## config.mk

```make
export PLATFORM = sky130hd
export DESIGN_NAME = alu_operand_issue
export DESIGN_NICKNAME = d
export VERILOG_FILES = /design/src/rtl/alu_pkg.sv /design/src/rtl/alu_regfile.sv /design/src/rtl/alu_operand_issue.sv
export SDC_FILE = /design/constraint.sdc
export NUM_CORES = 1
export LEC_CHECK = 0
export ABC_CLOCK_PERIOD_IN_PS = 13180
export CELL_PAD_IN_SITES_DETAIL_PLACEMENT = 0
export CELL_PAD_IN_SITES_GLOBAL_PLACEMENT = 1
export CORE_AREA = 4 4 140 142
export CTS_BUF_LIST = sky130_fd_sc_hd__clkbuf_8
export CTS_CLUSTER_SIZE = 14
export DETAILED_ROUTE_END_ITERATION = 8
export DIE_AREA = 0 0 144 146
export PLACE_DENSITY = 0.95
export SETUP_SLACK_MARGIN = 0.15
export SLEW_MARGIN = 5
export SYNTH_ARGS = -nofsm -noshare
export SYNTH_HDL_FRONTEND = slang
export SYNTH_SLANG_ARGS = --single-unit
export TNS_END_PERCENT = 10
```

## constraint.sdc

```tcl
create_clock -name clk -period 13.18 [get_ports clk]
set_clock_uncertainty 0.1 [all_clocks]
set_input_delay 1.977 -clock clk [delete_from_list [all_inputs] [get_ports clk]]
set_output_delay 1.977 -clock clk [all_outputs]
set_load 0.01 [all_outputs]
```

## src/rtl/alu_pkg.sv

```systemverilog
// ---------------------------------------------------------------------------
// alu_pkg
// Shared types and constants for the ALU operand-issue stage.
//   alu_op_e   : ALU opcode encoding (000 add ... 111 pass b)
//   ex_reg_t   : contents of the EX (operand) register {op, rd, a, b}
//   FLAG_*     : bit positions inside the {overflow, negative, zero} flag vector
// ISSUE_BW / ISSUE_NREG size ex_reg_t; the issue stage parameters default to
// them, so change both together when retargeting the datapath width.
// ---------------------------------------------------------------------------
package alu_pkg;

    localparam int ISSUE_BW   = 16;
    localparam int ISSUE_NREG = 8;
    localparam int ISSUE_AW   = $clog2(ISSUE_NREG);

    localparam int FLAG_OVF  = 2;
    localparam int FLAG_NEG  = 1;
    localparam int FLAG_ZERO = 0;

    typedef enum logic [2:0] {
        ADD   = 3'd0,
        SUB   = 3'd1,
        AND   = 3'd2,
        OR    = 3'd3,
        XOR   = 3'd4,
        INC   = 3'd5,
        PASSA = 3'd6,
        PASSB = 3'd7
    } alu_op_e;

    typedef struct packed {
        alu_op_e               op;
        logic [ISSUE_AW-1:0]   rd;
        logic [ISSUE_BW-1:0]   a;
        logic [ISSUE_BW-1:0]   b;
    } ex_reg_t;

endpackage

```

## src/rtl/alu_regfile.sv

```systemverilog
// ---------------------------------------------------------------------------
// alu_regfile
// NREG x BW register file, cleared by reset, one synchronous write port and
// three combinational read ports (two operand reads plus a debug read).
// A write at an edge is not visible on the read ports until after that edge.
// Ports:
//   clk, rst              clock, asynchronous active-high reset
//   we, waddr, wdata      write port
//   ra_addr -> ra_data    operand A read
//   rb_addr -> rb_data    operand B read
//   dbg_addr -> dbg_data  debug read
// ---------------------------------------------------------------------------
module alu_regfile #(
    parameter  int BW   = 16,
    parameter  int NREG = 8,
    localparam int AW   = $clog2(NREG)
) (
    input  logic          clk,
    input  logic          rst,
    input  logic          we,
    input  logic [AW-1:0] waddr,
    input  logic [BW-1:0] wdata,
    input  logic [AW-1:0] ra_addr,
    output logic [BW-1:0] ra_data,
    input  logic [AW-1:0] rb_addr,
    output logic [BW-1:0] rb_data,
    input  logic [AW-1:0] dbg_addr,
    output logic [BW-1:0] dbg_data
);

    logic [BW-1:0]   rf_q [NREG];
    logic [NREG-1:0] wr_sel;

    // One-hot write decode; an out-of-range waddr (non power-of-two NREG)
    // simply selects nothing.
    generate
        for (genvar gi = 0; gi < NREG; gi++) begin : g_wr_sel
            assign wr_sel[gi] = we && (waddr == AW'(gi));
        end
    endgenerate

    always_ff @(posedge clk or posedge rst) begin
        if (rst) begin
            for (int i = 0; i < NREG; i++) begin
                rf_q[i] <= '0;
            end
        end else begin
            for (int i = 0; i < NREG; i++) begin
                if (wr_sel[i]) begin
                    rf_q[i] <= wdata;
                end
            end
        end
    end

    assign ra_data  = rf_q[ra_addr];
    assign rb_data  = rf_q[rb_addr];
    assign dbg_data = rf_q[dbg_addr];

endmodule

```

## src/rtl/alu_operand_issue.sv

```systemverilog
// ---------------------------------------------------------------------------
// alu_operand_issue
// Issue stage in front of a combinational ALU. Instructions {opcode, rd, ra,
// rb} are accepted over valid/ready, their operands are read from the
// register file into the EX register that drives the ALU, and one edge later
// the ALU result is written back to rd and the ALU flags are latched.
// Read-after-write on the in-flight EX instruction either stalls one cycle
// (default) or forwards the writeback data (macro ALU_ISSUE_BYPASS_EN).
// Ports:
//   clk, rst                                   clock, async active-high reset
//   instr_valid/instr_ready                    instruction handshake
//   instr_opcode, instr_rd, instr_ra, instr_rb instruction fields
//   alu_a, alu_b, alu_opcode                   to the ALU (from EX register)
//   alu_out, alu_flags                         from the ALU
//   wb_valid, wb_rd, wb_data                   writeback happening at next edge
//   flags_q                                    flags of last completed instr
//   dbg_addr -> dbg_data                       combinational register peek
// Configuration macro: ALU_ISSUE_BYPASS_EN
// ---------------------------------------------------------------------------
module alu_operand_issue
    import alu_pkg::*;
#(
    parameter  int BW   = ISSUE_BW,
    parameter  int NREG = ISSUE_NREG,
    localparam int AW   = $clog2(NREG)
) (
    input  logic          clk,
    input  logic          rst,
    input  logic          instr_valid,
    output logic          instr_ready,
    input  logic [2:0]    instr_opcode,
    input  logic [AW-1:0] instr_rd,
    input  logic [AW-1:0] instr_ra,
    input  logic [AW-1:0] instr_rb,
    output logic [BW-1:0] alu_a,
    output logic [BW-1:0] alu_b,
    output logic [2:0]    alu_opcode,
    input  logic [BW:0]   alu_out,
    input  logic [2:0]    alu_flags,
    output logic          wb_valid,
    output logic [AW-1:0] wb_rd,
    output logic [BW-1:0] wb_data,
    output logic [2:0]    flags_q,
    input  logic [AW-1:0] dbg_addr,
    output logic [BW-1:0] dbg_data
);

    ex_reg_t       ex_q;
    ex_reg_t       ex_d;
    logic          ex_valid_q;
    logic [BW-1:0] rf_a;
    logic [BW-1:0] rf_b;
    logic [BW-1:0] op_a;
    logic [BW-1:0] op_b;
    logic          hz_a;
    logic          hz_b;
    logic          hz;
    logic          accept;
    // The ALU's extra result bit is not architecturally stored.
    logic          unused_alu_msb;

    assign unused_alu_msb = alu_out[BW];

    alu_regfile #(
        .BW   (BW),
        .NREG (NREG)
    ) u_regfile (
        .clk      (clk),
        .rst      (rst),
        .we       (ex_valid_q),
        .waddr    (ex_q.rd),
        .wdata    (wb_data),
        .ra_addr  (instr_ra),
        .ra_data  (rf_a),
        .rb_addr  (instr_rb),
        .rb_data  (rf_b),
        .dbg_addr (dbg_addr),
        .dbg_data (dbg_data)
    );

    // The register file only reflects the EX result after the coming edge,
    // so any source matching the in-flight destination is a hazard.
    assign hz_a = ex_valid_q && (instr_ra == ex_q.rd);
    assign hz_b = ex_valid_q && (instr_rb == ex_q.rd);
    assign hz   = hz_a || hz_b;

`ifdef ALU_ISSUE_BYPASS_EN
    assign instr_ready = 1'b1;
    assign op_a        = hz_a ? wb_data : rf_a;
    assign op_b        = hz_b ? wb_data : rf_b;
`else
    // Stall one cycle; by then the writeback has landed in the register file.
    assign instr_ready = !hz;
    assign op_a        = rf_a;
    assign op_b        = rf_b;
`endif

    assign accept = instr_valid && instr_ready;

    // EX fields keep their last values while no instruction is accepted.
    always_comb begin
        ex_d = ex_q;
        if (accept) begin
            ex_d.op = alu_op_e'(instr_opcode);
            ex_d.rd = instr_rd;
            ex_d.a  = op_a;
            ex_d.b  = op_b;
        end
    end

    always_ff @(posedge clk or posedge rst) begin
        if (rst) begin
            ex_q       <= '0;
            ex_valid_q <= 1'b0;
            flags_q    <= 3'b000;
        end else begin
            ex_q       <= ex_d;
            ex_valid_q <= accept;
            if (ex_valid_q) begin
                flags_q <= alu_flags;
            end
        end
    end

    assign alu_a      = ex_q.a;
    assign alu_b      = ex_q.b;
    assign alu_opcode = ex_q.op;

    assign wb_valid = ex_valid_q;
    assign wb_rd    = ex_q.rd;
    assign wb_data  = alu_out[BW-1:0];

endmodule

```

# [Word-level counts from Yosys, hierarchy flattened]
# Index checks and enable logic that the tools add are counted.
[op_classes] muxes=9 bitwise_logic=3 order_cmp=3 eq_ne=9 reduce_logical=14
[ops] operator="binary-select mux 16 bit (select 3 bit)" count=3
[ops] operator="two-way mux 16 bit" count=6
[ops] operator="== test 3 bit (second input constant)" count=4
[ops] operator=">= comparator 4 bit (second input constant)" count=3
[ops] operator="NOT 3 -> 4 bit" count=3
[ops] operator="logical AND 1 bit" count=11
[ops] operator="== test 3 x 2 -> 1 bit (second input constant)" count=2
[ops] operator="== test 3 bit" count=2
[ops] operator="== test 3 x 1 -> 1 bit (second input constant)" count=1
[ops] operator="zero test 3 bit" count=1
[ops] operator="zero test 1 bit" count=1
[ops] operator="logical OR 1 bit" count=1
[word_totals] regBits=170 out_inout_bits=75 input_bits=38

# [Logic depth before layout (Yosys ltp)]
# Gate-level depths: netlist of run 1.
[depth] ltp_word=5 ltp_mapped=7 mapped_depth_nobuf=4

# [Cells and area by module]
# From an unflattened synthesis of run 1, not the netlist that was laid out.
[hier_totals] cells_unflattened=568 hier_area_um2=9880.7
[modules_own_cells] mod="alu_regfile" seq_area_each_um2=3203.1 cells_each=454 instances=1 area_each_um2=8095.3
[modules_own_cells] mod="alu_operand_issue" seq_area_each_um2=1051.0 cells_each=114 instances=1 area_each_um2=1785.5

# [Worst setup path before layout of run 1]
# Ideal clock, no wire load.
[synth_path] kind="input to output" start="in dbg_addr[0]" end="out dbg_data[0]" required_time_ps=11103 arrival_time_ps=3307 path_slack_ps=7796 stages=4 path_cell_list="clkbuf_1 -> buf_2 -> mux4_2 -> mux2_2"
[synth_between] elab_chain_cells=4
[synth_lines] item="start: declaration" line="alu_operand_issue.sv:44" rtl="input logic [AW-1:0] dbg_addr,"
[synth_lines] item="NOT 3 -> 4 bit (implied by the code)" line="alu_regfile.sv:58" rtl="assign dbg_data = rf_q[dbg_addr];"
[synth_lines] item="binary-select mux 16 bit (select 3 bit)" line="alu_regfile.sv:58"
[synth_lines] item="two-way mux 16 bit (implied by the code) (2 in a row)" line="alu_regfile.sv:58"
[synth_lines] item="end: declaration" line="alu_operand_issue.sv:45" rtl="output logic [BW-1:0] dbg_data"
# No other way between the ends. The select of a mux whose other input is x is not followed.

# [Worst setup path after layout of run 1]
[layout_path] start="in dbg_addr[1]" end="out dbg_data[10]"
# Same word-level chain as after synthesis.

==> out/summary.txt, run 1 <==
outcome = complete, no violations
worst-margin pin slew = 1220 ps
flop2flop setup slack = 10540 ps
hold wc startpoint = alu_opcode[1]$_DFFE_PP0P_
Initial DRC Count = 416
Post-CTS Setup Bufs = 0
CP Data Required Time = 11100 ps
fillcell total = 1322
fin worst setup slack = 7020 ps
CTS Buf Count = 17
hpwl dp = 13500 µm
crit-path max FO = 32
Fin. Hold Viols = 0
Synth Warn # = 0
Cell variety after synth = 19
Slew HR = 18.2%
clock-pin slew on the worst setup and hold paths = 90 ps
# hold bufs at CTS = 0
Synth Register Bits = 170
TritonCTS Sinks = 170
vias = 5745
first-pass GRT wire length = 35200 µm
clk_lat worst skew = 460 ps
crit path time final = 6160 ps
top-level I/O count = 113
wire per inst = 24.6 µm
peak supply drop = 0.0885 mV
biggest area consumer among synthesized cells = dfrtp_1
CTS tree = built
syn_nets = 604
Post-Route WL = 22100 µm
leakage power = 4.41 nW
CP Launch Type = primary input
Finished Layout Cells = 896
number of global-route vias before repair = 6185
port bufs = 111
reg2reg start = wb_rd[0]$_DFFE_PP0P_
Placed Cells = 864
fin crit share = 46.8%
post-route DRC violation count = 0
Final Slew Violations = 0
sequential fraction of the synthesis area = 44.6%
Setup Viol. Count Final = 0
syn avg cell area = 16.9 µm²
Yosys top cell area share = 44.6%
vias per inst = 6.41
Maximum Capacitance Violations = 0
Arrival @ worst endpoint = 4090 ps
top cells by area, synth = dfrtp_1 (45%), mux2_2 (26%), mux4_2 (16%)
Routed Antenna Nets = 0
RSZ-0062 raised after global routing = false
fin util = 60.0%
First-pass DRT Iterations = 5
row count = 50
Die Y = 146 µm
Die ar. = 21000 µm²
CTS Buffer Depth = 2
grt ovf = 0
Area growth, synth to finish = 16.0%
Pwr Density = 211 nW/µm²
CTS Root Cell = clkbuf_8
share of layout cells above drive strength 1 = 51.2%
worst min-delay path class = reg2reg
Initial Util = 51.7%
Syn Inst Count = 566
gr usage total = 21.8%
H-tree levels = 4
Critical Path Sink Type = output pin
Max Clock Freq = 162 MHz
routability cong. = 0.781
initial antenna violation count = 0
largest net degree at the start of global routing = 87
Chip Width = 144 µm
n_diodes = 0
core box area = 18500 µm²
Crit Path Category = in2out
Resized cells post-CTS = 0
Mapped Area = 9540 µm²
DP Worst Slack = 7030 ps
Critical Path Start = dbg_addr[1]
Nets = 687
Fin Setup TNS = 0 ps
[cell usage after synthesis (all sizes together)]
cell type	n
mux4	96
and2	1
nand2	1
nor3	2
nand4b	3
nand3	1
buf	51
dfrtp	170
nand2b	1
nand4	3
xnor2	6
nor3b	2
inv	2
mux2	217
clkbuf	10
[flip-flops by register name, indices dropped and copies added, names as in the netlist]
name,flops
u_regfile.rf_q,128
alu_a,16
alu_b,16
alu_opcode,3
flags_q,3
wb_rd,3
wb_valid,1
[where the power goes]
group          switching (mW)  internal (mW)
sequential              0.229          0.777
combinational           0.297          0.661
clock                   0.190          0.187
[layout by cell type (no fill, tap or decap), types with 2 or more instances in the layout]
master and instances:
dfrtp_1 170, clkinv_2 4, mux2_2 217, xnor2_1 6, mux4_1 30, buf_4 14
clkinvlp_4 4, clkdlybuf4s50_1 107, clkbuf_8 21, bufinv_16 2, nand4_1 3, buf_2 4
mux4_2 66, nand4b_1 3, nor3b_4 2
[cells by family after synthesis]
logic type,synth area share (%)
simple gates,1.17
flops,44.6
mux,49.4
xor+xnor,0.551
buf+inv,4.27
[cell type report]
class / count / area, µm² / share of cell area [%]
tap: 234 / 293 / 2.64
clock inverter: 11 / 119 / 1.07
sequential: 170 / 4250 / 38.4
clock buffer: 21 / 289 / 2.61
multi-input combinational: 333 / 4910 / 44.3
inverter: 2 / 12.5 / 0.113
timing repair buffer: 125 / 1200 / 10.8
[worst max-delay path: stages]
cell and delay (ps):
clkdlybuf4s50_1 460, buf_4 440, mux4_2 390, mux2_2 310, clkdlybuf4s50_1 490
[stage by stage]
step | instance area, µm² | power (mW) | hold slack [ps]
3_3_place_gp | 10700 | 1.91 | 387
5_1_grt | 11100 | 2.48 | 418
2_1_floorplan | 9540 | 1.61 | 403
6_report | 11100 | 2.34 | 409
4_1_cts | 11100 | 2.36 | 412
3_5_place_dp | 10700 | 1.98 | 392
[worst paths after layout]
path | end | cells after the start
min reg2reg | alu_opcode[1]$_DFFE_PP0P_ | 1
min in group asynchronous | u_regfile.rf_q[38]$_DFFE_PP0P_ | 2
max in group asynchronous | wb_valid$_DFF_PP0_ | 3
max | dbg_data[10] | 5
min | alu_opcode[1]$_DFFE_PP0P_ | 1
max reg2reg | alu_b[6]$_DFFE_PP0P_ | 4
[layer usage]
layer | vias to the layer above | track usage, % | share of wire (%)
met4 | 0 | 6.07 | 1.8
met5 | - | 0 | 0
li1 | 2398 | - | -
met3 | 36 | 4.14 | 5.5
met1 | 3078 | 29.6 | 41
met2 | 233 | 36.1 | 52
No activity file was read; power rests on OpenSTA's default activity.
==> run 2: changes to the inputs <==
--- a/config.mk
+++ b/config.mk
@@ -5,15 +5,15 @@
 export SDC_FILE = /design/constraint.sdc
 export NUM_CORES = 1
 export LEC_CHECK = 0
-export ABC_CLOCK_PERIOD_IN_PS = 13180
+export ABC_CLOCK_PERIOD_IN_PS = 5900
 export CELL_PAD_IN_SITES_DETAIL_PLACEMENT = 0
 export CELL_PAD_IN_SITES_GLOBAL_PLACEMENT = 1
-export CORE_AREA = 4 4 140 142
+export CORE_AREA = 4 4 144 146
 export CTS_BUF_LIST = sky130_fd_sc_hd__clkbuf_8
 export CTS_CLUSTER_SIZE = 14
 export DETAILED_ROUTE_END_ITERATION = 8
-export DIE_AREA = 0 0 144 146
-export PLACE_DENSITY = 0.95
+export DIE_AREA = 0 0 148 150
+export PLACE_DENSITY = 0.93
 export SETUP_SLACK_MARGIN = 0.15
 export SLEW_MARGIN = 5
 export SYNTH_ARGS = -nofsm -noshare
==> constraint.sdc (replaced) <==
create_clock -name clk -period 5.9 [get_ports clk]
set_clock_uncertainty 0.1 [all_clocks]
set_input_delay 0.885 -clock clk [delete_from_list [all_inputs] [get_ports clk]]
set_output_delay 0.885 -clock clk [all_outputs]
set_load 0.01 [all_outputs]
==> run 2 against run 1 <==
Compared with the run above: combinational power is 120% higher; global-route usage is 0.93 points lower; clock-buffer cell count down 2; final cell count rose by 3.9%.
==> out/summary.txt, run 2 (synthesis gave the netlist of run 1 again) <==
outcome = complete, no violations (unchanged)
row count = 51 (was 50)
Routed Antenna Nets = 0 (unchanged)
Placed Area = 10700 µm² (about the same)
port bufs = 111 (unchanged)
commonest non-fill, non-tap cell in the layout = mux2_2 (unchanged)
critical path's slowest cell = clkdlybuf4s50_1 (unchanged)
hpwl dp = 14000 µm (was 13500 µm)
top-level I/O count = 113 (unchanged)
Arrival @ worst endpoint = 3460 ps (was 4090 ps)
Fin. Hold Viols = 0 (unchanged)
Crit path max-delay family = buffers and inverters (unchanged)
Crit Path Category = in2out (unchanged)
crit path time final = 4450 ps
Chip Width = 148 µm (was 144 µm)
leakage power = 4.43 nW (was 4.41 nW)
First-pass DRT Iterations = 5 (unchanged)
worst min-delay path class = reg2reg (unchanged)
Pwr Total = 5.28 mW (was 2.34 mW)
Resized cells post-CTS = 0 (unchanged)
Final Slew Violations = 0 (unchanged)
Die ar. = 22200 µm² (was 21000 µm²)
CP Depth = 5 (unchanged)
R2R depth = 4 (unchanged)
# hold bufs at CTS = 0 (unchanged)
largest net degree at the start of global routing = 74 (was 87)
n_diodes = 0 (unchanged)
cell area after layout = 11100 µm² (about the same)
Comb pwr share = 40.5% (was 40.9%)
initial antenna violation count = 0 (unchanged)
worst path bufs/invs = 3 (unchanged)
gr usage total = 20.9% (was 21.8%)
clock share of power = 16.7% (was 16.1%)
routability cong. = 0.809 (was 0.781)
vias per inst = 6.18 (was 6.41)
fillcell total = 1453 (was 1322)
Worst Setup EP = dbg_data[15] (was dbg_data[10])
sequential group share of total power = 42.8% (was 43.0%)
commonest non-fill, non-tap cells in the layout = mux2_2 (217), dfrtp_1 (170), clkdlybuf4s50_1 (107), mux4_2 (66), mux4_1 (30) (unchanged)
grt ovf = 0 (unchanged)
max reg flops = 128 (unchanged)
clk_lat worst skew = 460 ps (about the same)
Fin Setup TNS = 0 ps (unchanged)
CTS Buf Count = 17 (unchanged)
Maximum Capacitance Violations = 0 (unchanged)
CP Launch Type = primary input (unchanged)
Max Clock Freq = 225 MHz
RSZ-0062 raised after global routing = false (unchanged)
H-tree levels = 4 (unchanged)
wire per inst = 24.0 µm (was 24.6 µm)
vias = 5752 (was 5745)
internal power = 3.66 mW (was 1.62 mW)
Cell Chain, Critical Path = clkdlybuf4s50_1, buf_4, mux4_2, mux2_2, clkdlybuf4s50_1 (unchanged)
Critical R2R Capture = alu_b[3]$_DFFE_PP0P_ (was alu_b[6]$_DFFE_PP0P_)
clock-pin slew on the worst setup and hold paths = 80 ps (was 90 ps)
Post-CTS Setup Bufs = 0 (unchanged)
Area growth, synth to finish = 16.7% (was 16.0%)
Post-Route WL = 22300 µm (was 22100 µm)
number of global-route vias before repair = 6107 (was 6185)
Sw Share = 30.8% (was 30.6%)
Nets = 691 (was 687)
FF/Latch Area = 4250 µm² (unchanged)
TritonCTS Sinks = 170 (unchanged)
CTS tree = built (unchanged)
core box area = 19400 µm² (was 18500 µm²)
Slew HR = 29.0% (was 18.2%)
CP Data Required Time = 4910 ps (was 11100 ps)
reg2reg start = wb_rd[0]$_DFFE_PP0P_ (unchanged)
worst-margin pin slew = 1070 ps (was 1220 ps)
CTS Root Cell = clkbuf_8 (unchanged)
fin crit share = 75.3%
crit-path max FO = 17 (was 32)
Biggest register = u_regfile.rf_q (unchanged)
Critical Path Start = dbg_addr[1] (unchanged)
Setup Viol. Count Final = 0 (unchanged)
Initial Util = 49.2% (was 51.7%)
share of layout cells above drive strength 1 = 51.5% (was 51.2%)
area of the multi-input gates = 4890 µm² (was 4910 µm²)
Initial DRC Count = 458 (was 416)
first-pass GRT wire length = 35500 µm (was 35200 µm)
CTS Buffer Depth = 2 (unchanged)
Die Y = 150 µm (was 146 µm)
most frequent cell on the critical path = clkdlybuf4s50_1 (unchanged)
post-route DRC violation count = 0 (unchanged)
Max stage delay on crit path = 1120 ps (was 490 ps)
Critical Path Sink Type = output pin (unchanged)
flop2flop setup slack = 3360 ps (was 10540 ps)
Psw = 1.62 mW (was 0.716 mW)
peak supply drop = 0.187 mV (was 0.0885 mV)
Pwr Density = 474 nW/µm² (was 211 nW/µm²)
## run 2: cell types whose count changed in the layout (fill, tap and decap cells not counted), sizes merged
| cell | before | now |
|---|---|---|
| buf | 18 | 22 |
| clkbuf | 21 | 19 |
| inv | 2 | 5 |
| bufinv | 2 | 3 |
| clkinv | 5 | 4 |
| clkinvlp | 4 | 3 |
## run 2: through the flow
step                setup WS [ps]  util, %  hold WS, ps  instances
floorplan                     312        -          403        566
global placement             1490     55.2          387        899
detailed placement           1450     55.2          393        899
CTS                          1440     57.4          414        931
global route                 1370     57.4          433        931
finish                       1450     57.4          408        931
## run 2: how the worst min path moves through the flow
stage,startpoint,slack (ps),cells after the start,end
after global placement,alu_opcode[0]$_DFFE_PP0P_,390,1,alu_opcode[0]$_DFFE_PP0P_
after detailed placement,alu_b[14]$_DFFE_PP0P_,390,1,alu_b[14]$_DFFE_PP0P_
after floorplan,u_regfile.rf_q[75]$_DFFE_PP0P_,400,1,u_regfile.rf_q[75]$_DFFE_PP0P_
after global routing,alu_a[9]$_DFFE_PP0P_,430,1,alu_a[9]$_DFFE_PP0P_
final,alu_a[5]$_DFFE_PP0P_,410,1,alu_a[5]$_DFFE_PP0P_
after CTS,alu_opcode[0]$_DFFE_PP0P_,410,1,alu_opcode[0]$_DFFE_PP0P_
## run 2: routing by layer
layer / GRT usage, % / vias to the layer above / wire length [µm]
met5: 0 / - / 0
met2: 36.5 / 255 / 11700
met4: 5.45 / 0 / 265
li1: - / 2409 / -
met1: 26.8 / 3058 / 8930
met3: 4.36 / 30 / 1440
## run 2: area by class of cell
class,instances,share of cell area (%)
Multi-Input combinational cell,333,43.9
Sequential cell,170,38.2
Timing Repair Buffer,129,11.0
Tap cell,265,2.98
Clock buffer,19,2.35
Clock inverter,13,1.49
Inverter,2,0.112
## run 2: power groups by stage
stage / Combinational, mW / Clock, mW / Sequential [mW]
after global placement: 2.08 / 0 / 2.18
after CTS: 2.17 / 0.903 / 2.24
after detailed placement: 2.16 / 0 / 2.26
after global routing: 2.28 / 0.944 / 2.34
final: 2.14 / 0.882 / 2.26
after floorplan: 1.46 / 0 / 2.13
